==> config.mk <==
export PLATFORM = sky130hd
export DESIGN_NAME = uart_rx
export DESIGN_NICKNAME = d
export VERILOG_FILES = /design/src/rtl/uart_rx.sv
export SDC_FILE = /design/constraint.sdc
export NUM_CORES = 1
export LEC_CHECK = 0
export ABC_CLOCK_PERIOD_IN_PS = 3100
export BUFFER_PORTS_ARGS = -buffer_cell sky130_fd_sc_hd__buf_2
export CORE_UTILIZATION = 60
export DETAILED_ROUTE_END_ITERATION = 8
export PLACE_DENSITY = 0.77
export SKIP_CTS_REPAIR_TIMING = 1
export SYNTH_ARGS = -nofsm -noshare
export SYNTH_HDL_FRONTEND = slang
export SYNTH_SLANG_ARGS = --single-unit
export TNS_END_PERCENT = 30
==> constraint.sdc <==
create_clock -name clk -period 3.1 [get_ports clk]
set_input_delay 0.465 -clock clk [delete_from_list [all_inputs] [get_ports clk]]
set_output_delay 0.465 -clock clk [all_outputs]
set_load 0.1 [all_outputs]
==> src/rtl/uart_rx.sv <==
// -----------------------------------------------------------------------------
// uart_rx -- 8N1 serial receiver with a one-deep holding register.
//
// Consumes an already-synchronized, glitch-filtered serial line. A 1->0 edge
// on rxd starts a frame. The start bit is re-checked at mid-bit, and the eight
// data bits (LSB first) and the stop bit are sampled at mid-bit using a
// runtime bit-period divisor. Each completed frame is offered to a one-entry
// holding register. The register carries full / framing-error / overrun
// status that the consumer acknowledges with a one-cycle rd pulse.
//
// Ports
//   clk        system clock, rising edge
//   rst        asynchronous active-high reset
//   rxd        serial data in, idle high
//   bitperiod  clocks per bit (P), latched at start detection, clamped to >= 4
//   rd         one-cycle acknowledge: clears full, ferr and ovr
//   data       held byte
//   full       holding register contains an unread byte
//   ferr       held byte had its stop bit sampled low
//   ovr        sticky: a completed frame was dropped because full was set
//   busy       receiver is not in IDLE
// -----------------------------------------------------------------------------
module uart_rx (
  input  logic        clk,
  input  logic        rst,
  input  logic        rxd,
  input  logic [15:0] bitperiod,
  input  logic        rd,
  output logic [7:0]  data,
  output logic        full,
  output logic        ferr,
  output logic        ovr,
  output logic        busy
);

  typedef enum logic [2:0] {
    IDLE,
    START,
    DATA,
    STOP,
    BREAK
  } state_t;

  state_t      state;
  logic        prev_rxd;   // previous rxd, used for falling-edge detection
  logic [15:0] cnt;        // down-counter to the next sample instant
  logic [15:0] period;     // bit period latched for the current frame
  logic [2:0]  bit_idx;    // data bit being received
  logic [7:0]  shreg;      // data bits shift in from the MSB end (LSB first)

  // Clamped divisor; the half-period must be at least 2 so the first
  // interval (H-1) never underflows.
  logic [15:0] p_clamp;
  assign p_clamp = (bitperiod < 16'd4) ? 16'd4 : bitperiod;

  // A frame completes on the stop-sample cycle. It is accepted when the holding
  // register is empty or is being read in that same cycle; a coincident read
  // loses to the load.
  logic load_ok;
  assign load_ok = !full || rd;

  // NOTE: every register below is assigned with non-blocking (<=) so that all
  // of them see the pre-edge values; later assignments in the block override
  // earlier defaults for the same edge.
  always_ff @(posedge clk or posedge rst) begin
    if (rst) begin
      state    <= IDLE;
      prev_rxd <= 1'b1;
      cnt      <= 16'd0;
      period   <= 16'd0;
      bit_idx  <= 3'd0;
      shreg    <= 8'h00;
      data     <= 8'h00;
      full     <= 1'b0;
      ferr     <= 1'b0;
      ovr      <= 1'b0;
      busy     <= 1'b0;
    end else begin
      prev_rxd <= rxd;

      // Acknowledge; a stop-cycle load further down takes priority.
      if (rd) begin
        full <= 1'b0;
        ferr <= 1'b0;
        ovr  <= 1'b0;
      end

      case (state)
        IDLE: begin
          if (prev_rxd && !rxd) begin
            period <= p_clamp;
            cnt    <= (p_clamp >> 1) - 16'd1;
            state  <= START;
            busy   <= 1'b1;
          end
        end

        START: begin
          if (cnt == 16'd0) begin
            if (rxd) begin
              // Line was high again at mid-start-bit: glitch, not a frame.
              state <= IDLE;
              busy  <= 1'b0;
            end else begin
              state   <= DATA;
              bit_idx <= 3'd0;
              cnt     <= period - 16'd1;
            end
          end else begin
            cnt <= cnt - 16'd1;
          end
        end

        DATA: begin
          if (cnt == 16'd0) begin
            shreg <= {rxd, shreg[7:1]};
            cnt   <= period - 16'd1;
            if (bit_idx == 3'd7) begin
              state <= STOP;
            end else begin
              bit_idx <= bit_idx + 3'd1;
            end
          end else begin
            cnt <= cnt - 16'd1;
          end
        end

        STOP: begin
          if (cnt == 16'd0) begin
            if (load_ok) begin
              data <= shreg;
              full <= 1'b1;
              ferr <= !rxd;
            end else begin
              ovr <= 1'b1;
            end
            // A low stop bit means the line may be held in break; wait for
            // it to return high before looking for another start edge.
            state <= rxd ? IDLE : BREAK;
            busy  <= !rxd;
          end else begin
            cnt <= cnt - 16'd1;
          end
        end

        BREAK: begin
          if (rxd) begin
            state <= IDLE;
            busy  <= 1'b0;
          end
        end

        default: begin
          state <= IDLE;
          busy  <= 1'b0;
        end
      endcase
    end
  end

endmodule

==> impl_metrics.env, run 1 <==
export IMPL_outcome="completed"
export IMPL_finalInstanceArea_sq_um=4060
export IMPL_crit_family="simple AND/OR/NAND/NOR gates"
export IMPL_rows=27
export IMPL_synth_fa_ha_area_frac=0.0210
export IMPL_max_stage_delay_ns=0.54
export IMPL_ir_drop_mv=0.519
export IMPL_seq_area_frac_synth=0.413
export IMPL_switchingPower_w=0.00129
export IMPL_setup_viol=0
export IMPL_critical_path_arrival_ns=2.98
export IMPL_wl_per_cell_um=17.5
export IMPL_cts_htree_levels=3
export IMPL_insertedDiodeCount=0
export IMPL_dr_pass1_iters=6
export IMPL_yosys_area_top_type_share=0.406
export IMPL_drt_iter0_markers=528
export IMPL_finalNetCount=441
export IMPL_grt_pass1_vias=2803
export IMPL_detail_route_antenna_nets=0
export IMPL_p_leak_nw=1.72
export IMPL_max_freq_ghz=0.366
export IMPL_finalPower_w=0.00315
export IMPL_clk_pin_slew_ns=0.08
export IMPL_io_pins=32
export IMPL_synthCells=377
export IMPL_cts_buffers=9
export IMPL_start_util=0.637
export IMPL_cap_violations=0
export IMPL_synthMuxAreaShare=0.103
export IMPL_dp_slack_ns=0.0404
export IMPL_final_setup_tns_ns=0
export IMPL_synthFlopType="dfrtp_1"
export IMPL_synthSimpleGateAreaFrac=0.204
export IMPL_yosys_area_share_xor_xnor=0.0662
export IMPL_syn_area_sq_um=3570
export IMPL_fp_coreArea_sq_um=5610
export IMPL_yosys_cell_types_count=57
export IMPL_hold_viol=0
export IMPL_syn_to_final_growth_pct=13.5
export IMPL_via_per_inst=6.45
export IMPL_crit_chain="buf_2 > or4_1 > nor4_2 > nand2_1 > o21ai_0 > ha_1 > nand3_1 > nor4_1 > xor2_1 > a211oi_1 > o21ai_0"
export IMPL_end_kind="flip-flop"
export IMPL_drv_slew=0
export IMPL_synth_edf_count=0
export IMPL_crit_fanout=6
export IMPL_slew_headroom=0.500
export IMPL_fp_dieW_um=79.2
export IMPL_syn_nets=403
export IMPL_rsz0062_at_grt="no"
export IMPL_layout_common_cells="dfrtp_1, nor2_1, o21ai_0, buf_2, mux2_2"
export IMPL_synth_compound_area_frac=0.166
export IMPL_tightestPinTransition_ns=0.750
export IMPL_routabilityCongestion=0.939
export IMPL_final_util=0.724
export IMPL_pwr_share_comb=0.347
export IMPL_swShare=0.411
export IMPL_hold_path_class="input pin to flip-flop"
export IMPL_cts_tree="yes"
export IMPL_yosys_area_top_type="dfrtp_1"
export IMPL_cts_path_max_buffers=2
export IMPL_async_flop_share=1.00
export IMPL_pwr_share_clk=0.239
export IMPL_finalWirelength_um=8610
export IMPL_fin_ws_ns=0.365
export IMPL_avgSynthCellArea_sq_um=9.48
export IMPL_numPortBuffers=31
export IMPL_ys_seq_elements=59
export IMPL_grtUsageTotal=0.300
export IMPL_clock_skew_ns=0.0106
export IMPL_synth_top_family_by_area="simple AND/OR/NAND/NOR gates"
export IMPL_crit_top_cell="o21ai_0"
export IMPL_final_common_cell="dfrtp_1"
export IMPL_cts_root_buf="clkbuf_8"
export IMPL_dp_hpwl_um=5950
export IMPL_die_area_sq_um=6270
export IMPL_cts_sinks=59
export IMPL_power_density_nw_per_um2=775
export IMPL_critPathBufInv=1
export IMPL_clkLatencyLatePin_ns=0.36
export IMPL_drcViolationCount=0
export IMPL_crit_slowest_cell="or4_1"
export IMPL_synth_area_leaders="dfrtp_1, mux2_2, o21ai_0"
export IMPL_crit_type="input pin to flip-flop"
export IMPL_seqPwrFrac=0.414
export IMPL_dpl_cell_area_sq_um=3850
export IMPL_num_vias=3174
export IMPL_required_ns=3.34
export IMPL_cp_start_kind="input pin"
export IMPL_intPower_w=0.00185
export IMPL_yosys_warnings=0
export IMPL_grt_max_degree=60
export IMPL_die_h_um=79.2
export IMPL_grt_antenna_before_repair=0
export IMPL_drive_gt1_frac=0.245
export IMPL_grt_pass1_wl_um=14100
export IMPL_finalCritPeriodShare=0.882
export IMPL_grt_overflow=0
export IMPL_post_route_min_period_ns=2.73
## synth_stat cells (4+ instances only)
library cell   n
nor4_1        12
xor2_1        13
nand3_1        6
nand2_1       25
or3_1         10
or4_1          4
o22ai_1        4
clkbuf_1      12
o211ai_1       4
nor3_1        11
nor2_1        35
o21ai_0       34
dfrtp_1       58
xnor2_1       14
mux2_2        30
a22o_1         4
ha_1           6
inv_1          8
a21oi_1       20
nand2b_1       5
## final timing paths
kind	to	cells after the start	startpoint	slack (ns)
worst max-delay path	cnt[14]	11	bitperiod[9]	0.37
worst min-delay path	ovr	2	rd	0.28
worst max register to register	data[6]	8	cnt[0]	0.54
worst min register to register	data[2]	1	data[2]	0.51
max in group asynchronous	cnt[7]	3	rst	2.29
min in group asynchronous	period[8]	3	rst	0.30
## power by group through the flow
stage,sequential [W],combinational [W],clock (W)
4_1_cts,0.00129,0.00108,0.000758
5_1_grt,0.00134,0.00122,0.000784
3_3_place_gp,0.00129,0.00106,0
6_report,0.00130,0.00109,0.000752
2_1_floorplan,0.00122,0.000843,0
3_5_place_dp,0.00130,0.00107,0
## metrics by stage
step / hold slack, ns / cells
finish: 0.279 / 492
CTS: 0.277 / 492
global route: 0.281 / 492
detailed placement: 0.494 / 476
global placement: 0.478 / 476
floorplan: 0.463 / 377
## logic make-up (layout without fill, tap and decap cells)
kind of cell             Yosys count  after routing
flip-flops                        59             59
AO/OA/AOI/OAI                     94             94
XOR/XNOR                          27             27
multiplexers                      33             33
buffers and inverters             24             67
AND/OR/NAND/NOR                  134            134
adder cells (fa/ha/maj)            6              6
## registers in the layout, indices dropped and copies added (netlist names)
register	cells
cnt	16
ovr	1
period	16
bit_idx	3
prev_rxd	1
full	1
busy	1
shreg	8
ferr	1
data	8
state	3
## metal layers
layer / vias to the layer above / track usage / part of all wire
li1: 1479 / - / -
met1: 1517 / 0.442 / 0.45
met2: 156 / 0.420 / 0.44
met3: 22 / 0.0713 / 0.085
met4: 0 / 0.122 / 0.025
met5: - / 0 / 0
## cell type report
cell class | count | area (sq um)
Timing Repair Buffer | 43 | 245
Multi-Input combinational cell | 294 | 2010
Tap cell | 72 | 90.1
Sequential cell | 59 | 1480
Clock inverter | 7 | 81.3
Inverter | 8 | 30.0
Clock buffer | 9 | 124
Fill cell | 438 | 1550
Power figures use the tool's default switching activity.
==> inputs of run 2 (changes only) <==
RECOVER_POWER = 100   (was not set)
==> impl_metrics.env, run 2 (synthesis results as in run 1) <==
export IMPL_reg2reg_to="data[6]"
export IMPL_pwr_share_clk=0.239
export IMPL_fp_dieW_um=79.2
export IMPL_crit_family="simple AND/OR/NAND/NOR gates"
export IMPL_outcome="completed"
export IMPL_insertedDiodeCount=0
export IMPL_wl_met2_um=3740
export IMPL_finalCritPeriodShare=0.892
export IMPL_worst_path_stages=11
export IMPL_max_freq_ghz=0.362
export IMPL_p_leak_nw=1.65
export IMPL_final_setup_tns_ns=0
export IMPL_numPortBuffers=31
export IMPL_pwr_share_comb=0.347
export IMPL_dr_pass1_iters=5
export IMPL_finalWirelength_um=8580
export IMPL_die_h_um=79.2
export IMPL_grt_pass1_vias=2803
export IMPL_crit_slowest_cell="or4_1"
export IMPL_detail_route_antenna_nets=0
export IMPL_grt_antenna_before_repair=0
export IMPL_cts_root_buf="clkbuf_8"
export IMPL_cap_violations=0
export IMPL_finalNetCount=441
export IMPL_cts_sinks=59
export IMPL_cts_buffers=9
export IMPL_hold_ws_ns=0.289
export IMPL_via_per_inst=6.44
export IMPL_crit_top_cell="o21ai_0"
export IMPL_setup_viol=0
export IMPL_crit_chain="clkbuf_1 > or4_1 > nor4_2 > nand2_1 > o21ai_0 > ha_1 > nand3_1 > nor4_1 > xor2_1 > a211oi_1 > o21ai_0"
export IMPL_ff2ff_path_depth=8
export IMPL_post_route_min_period_ns=2.77
export IMPL_finalNonFillerCells=492
export IMPL_drcViolationCount=0
export IMPL_critical_path_arrival_ns=3.00
export IMPL_crit_end="cnt[14]"
export IMPL_clk_pin_slew_ns=0.08
export IMPL_hold_path_class="input pin to flip-flop"
export IMPL_cts_tree="yes"
export IMPL_hold_viol=0
export IMPL_critPathLaunch="bitperiod[9]"
export IMPL_routabilityCongestion=0.939
export IMPL_final_common_cell="dfrtp_1"
export IMPL_dp_hpwl_um=5950
export IMPL_syn_to_final_growth_pct=12.1
export IMPL_drive_gt1_frac=0.202
export IMPL_top_regs="cnt (16), period (16)"
export IMPL_tightestPinTransition_ns=1.45
export IMPL_drv_slew=0
export IMPL_drt_iter0_markers=406
export IMPL_crit_fanout=6
export IMPL_num_vias=3169
export IMPL_final_util=0.715
export IMPL_critPathBufInv=1
export IMPL_crit_type="input pin to flip-flop"
export IMPL_wl_met3_um=689
export IMPL_dpl_cell_area_sq_um=3850
export IMPL_intPower_w=0.00185
export IMPL_clock_skew_ns=0.0106
export IMPL_cp_start_kind="input pin"
export IMPL_seqPwrFrac=0.414
export IMPL_r2r_slack_ns=0.43
export IMPL_wl_per_cell_um=17.4
export IMPL_ir_drop_mv=0.518
export IMPL_slew_headroom=0.0308
export IMPL_grt_pass1_wl_um=14100
export IMPL_power_density_nw_per_um2=782
export IMPL_max_stage_delay_ns=0.56
export IMPL_cts_path_max_buffers=2
export IMPL_finalInstanceArea_sq_um=4010
export IMPL_rsz0062_at_grt="no"
export IMPL_rows=27
export IMPL_clkLatencyLatePin_ns=0.36
export IMPL_io_pins=32
export IMPL_grt_max_degree=60
export IMPL_required_ns=3.34
export IMPL_dp_cells=476
export IMPL_routedLengthMet1_um=3930
export IMPL_grt_overflow=0
export IMPL_end_kind="flip-flop"
export IMPL_start_util=0.637
export IMPL_r2r_start="cnt[0]"
export IMPL_fp_coreArea_sq_um=5610
export IMPL_layout_common_cells="dfrtp_1, o21ai_0, nor2_1, mux2_2, nand2_1"
export IMPL_routed_top_layer="met4"
export IMPL_grtUsageTotal=0.300
export IMPL_swShare=0.410
export IMPL_switchingPower_w=0.00129
export IMPL_cts_htree_levels=3
export IMPL_die_area_sq_um=6270
## run 2: cell types whose count changed in the layout (fill, tap and decap cells not counted), sizes merged
cell	before	now
buf	43	27
clkbuf	9	25
## run 2: worst min path at each step
| stage | from | to | slack (ns) | depth (start not counted) |
|---|---|---|---|---|
| 2_1_floorplan | cnt[10] | cnt[10] | 0.46 | 2 |
| 3_3_place_gp | ovr | ovr | 0.48 | 2 |
| 3_5_place_dp | data[1] | data[1] | 0.49 | 1 |
| 4_1_cts | rd | ovr | 0.28 | 2 |
| 5_1_grt | rd | ovr | 0.28 | 2 |
| 6_report | rd | ovr | 0.29 | 2 |
## run 2: metrics by stage
step           power [W]  setup slack, ns
5_1_grt          0.00333            0.152
6_report         0.00313            0.334
4_1_cts          0.00312            0.382
3_3_place_gp     0.00235            0.119
3_5_place_dp     0.00237           0.0404
2_1_floorplan    0.00206           0.0656
## run 2: power by group through the flow
stage	combinational, W	sequential [W]	clock [W]
3_3_place_gp	0.00106	0.00129	0
2_1_floorplan	0.000843	0.00122	0
6_report	0.00109	0.00130	0.000748
5_1_grt	0.00121	0.00134	0.000784
3_5_place_dp	0.00107	0.00130	0
4_1_cts	0.00108	0.00129	0.000758
## run 2: worst register-to-register path: stages, from the launching register on
cell	delay, ns
dfrtp_1	0.42
inv_1	0.13
ha_1	0.15
nor3b_1	0.25
nand4_1	0.43
nor2_4	0.23
nand2_1	0.11
a21oi_2	0.44
mux2_2	0.40
## run 2: cell type report
| cell class | instances | area, sq um |
|---|---|---|
| Clock buffer | 9 | 124 |
| Clock inverter | 7 | 81.3 |
| Fill cell | 454 | 1600 |
| Inverter | 8 | 30.0 |
| Multi-Input combinational cell | 294 | 1980 |
| Sequential cell | 59 | 1480 |
| Tap cell | 72 | 90.1 |
| Timing Repair Buffer | 43 | 221 |
## run 2: metal layers
layer / global-route usage / up-vias
met3: 0.0713 / 25
li1: - / 1482
met4: 0.122 / 0
met2: 0.420 / 157
met5: 0 / -
met1: 0.442 / 1505
==> inputs of run 3 (changes only) <==
RECOVER_POWER = 25   (was 100)
==> impl_metrics.env, run 3 (synthesis results as in run 1) <==
export IMPL_outcome="completed"
export IMPL_drcViolationCount=0
export IMPL_cts_tree="yes"
export IMPL_clk_pin_slew_ns=0.08
export IMPL_cts_sinks=59
export IMPL_seqPwrFrac=0.414
export IMPL_swShare=0.411
export IMPL_layout_common_cells="dfrtp_1, nor2_1, o21ai_0, mux2_2, buf_2"
export IMPL_fp_dieW_um=79.2
export IMPL_grt_pass1_wl_um=14100
export IMPL_grt_overflow=0
export IMPL_setup_viol=0
export IMPL_cap_violations=0
export IMPL_cp_start_kind="input pin"
export IMPL_critical_path_arrival_ns=2.98
export IMPL_fp_coreArea_sq_um=5610
export IMPL_dp_slack_ns=0.0404
export IMPL_crit_top_cell="o21ai_0"
export IMPL_drive_gt1_frac=0.240
export IMPL_final_util=0.723
export IMPL_ir_drop_mv=0.517
export IMPL_cts_buffers=9
export IMPL_final_common_cell="dfrtp_1"
export IMPL_dp_cells=476
export IMPL_hold_depth=2
export IMPL_switchingPower_w=0.00129
export IMPL_power_density_nw_per_um2=776
export IMPL_crit_chain="buf_2 > or4_1 > nor4_2 > nand2_1 > o21ai_0 > ha_1 > nand3_1 > nor4_1 > xor2_1 > a211oi_1 > o21ai_0"
export IMPL_cts_root_buf="clkbuf_8"
export IMPL_pwr_share_clk=0.239
export IMPL_drv_slew=0
export IMPL_grt_pass1_vias=2803
export IMPL_clock_skew_ns=0.0105
export IMPL_grt_antenna_before_repair=0
export IMPL_routabilityCongestion=0.939
export IMPL_grt_max_degree=60
export IMPL_end_kind="flip-flop"
export IMPL_cts_path_max_buffers=2
export IMPL_ff2ff_path_depth=8
export IMPL_finalNonFillerCells=492
export IMPL_dp_hpwl_um=5950
export IMPL_final_setup_tns_ns=0
export IMPL_fin_ws_ns=0.367
export IMPL_detail_route_antenna_nets=0
export IMPL_drt_iter0_markers=527
export IMPL_finalWirelength_um=8600
export IMPL_crit_type="input pin to flip-flop"
export IMPL_rsz0062_at_grt="no"
export IMPL_hold_path_class="input pin to flip-flop"
export IMPL_die_area_sq_um=6270
export IMPL_start_util=0.637
export IMPL_num_vias=3170
export IMPL_grtUsageTotal=0.300
export IMPL_crit_slowest_cell="or4_1"
export IMPL_finalCritPeriodShare=0.882
export IMPL_via_per_inst=6.44
export IMPL_post_route_min_period_ns=2.73
export IMPL_required_ns=3.34
export IMPL_clkLatencyLatePin_ns=0.36
export IMPL_crit_fanout=6
export IMPL_syn_to_final_growth_pct=13.4
export IMPL_cts_htree_levels=3
export IMPL_intPower_w=0.00185
export IMPL_p_leak_nw=1.71
export IMPL_hold_ws_ns=0.279
export IMPL_slew_headroom=0.0312
export IMPL_dr_pass1_iters=5
export IMPL_tightestPinTransition_ns=1.45
export IMPL_io_pins=32
export IMPL_rows=27
export IMPL_hold_viol=0
export IMPL_fillers=437
export IMPL_die_h_um=79.2
export IMPL_max_stage_delay_ns=0.54
export IMPL_wl_per_cell_um=17.5
export IMPL_numPortBuffers=31
export IMPL_max_freq_ghz=0.366
export IMPL_finalNetCount=441
export IMPL_pwr_share_comb=0.347
export IMPL_top_regs="cnt (16), period (16)"
export IMPL_insertedDiodeCount=0
[run 3: cell types whose count changed in the layout (fill, tap and decap cells not counted), moves of 2 or more]
cell	change
o311ai_1	+2
clkbuf_1	-14
o311ai_0	-2
buf_2	+13
[run 3: final cells by class]
type | count | area, sq um | share of cell area
repair buffers | 43 | 241 | 0.0595
clock inverters | 7 | 81.3 | 0.0201
inverters | 8 | 30.0 | 0.00741
clock buffers | 9 | 124 | 0.0305
well taps | 72 | 90.1 | 0.0222
flip-flops and latches | 59 | 1480 | 0.364
multi-input cells | 294 | 2010 | 0.496
[run 3: power by group through the flow]
stage	Combinational (W)	Clock [W]	Sequential [W]
6_report	0.00109	0.000752	0.00130
3_3_place_gp	0.00106	0	0.00129
4_1_cts	0.00108	0.000758	0.00129
2_1_floorplan	0.000843	0	0.00122
3_5_place_dp	0.00107	0	0.00130
5_1_grt	0.00122	0.000784	0.00134
[run 3: stage by stage]
stage	area (sq um)	power, W
after floorplan	3570	0.00206
after global placement	3850	0.00235
after detailed placement	3850	0.00237
after CTS	4060	0.00312
after global routing	4060	0.00335
final	4060	0.00315
[run 3: worst max-delay path, delay by kind of cell]
family                   cells  cell delay, ns
adder cells (fa/ha/maj)      1            0.28
AO/OA/AOI/OAI                3            0.56
AND/OR/NAND/NOR              5            1.41
XOR/XNOR                     1            0.11
buffers and inverters        1            0.13
[run 3: worst paths after layout]
| check | start | slack [ns] | to |
|---|---|---|---|
| worst max-delay path | bitperiod[9] | 0.37 | cnt[14] |
| worst min-delay path | rd | 0.28 | ovr |
| worst max register to register | cnt[0] | 0.53 | data[6] |
| worst min register to register | data[2] | 0.51 | data[2] |
| max in group asynchronous | rst | 1.63 | cnt[7] |
| min in group asynchronous | rst | 0.59 | period[8] |
[run 3: layer usage]
| metal | up-vias | GRT usage | wire length [um] |
|---|---|---|---|
| li1 | 1477 | - | - |
| met1 | 1500 | 0.442 | 3940 |
| met2 | 168 | 0.420 | 3740 |
| met3 | 25 | 0.0713 | 707 |
| met4 | 0 | 0.122 | 217 |
| met5 | - | 0 | 0 |
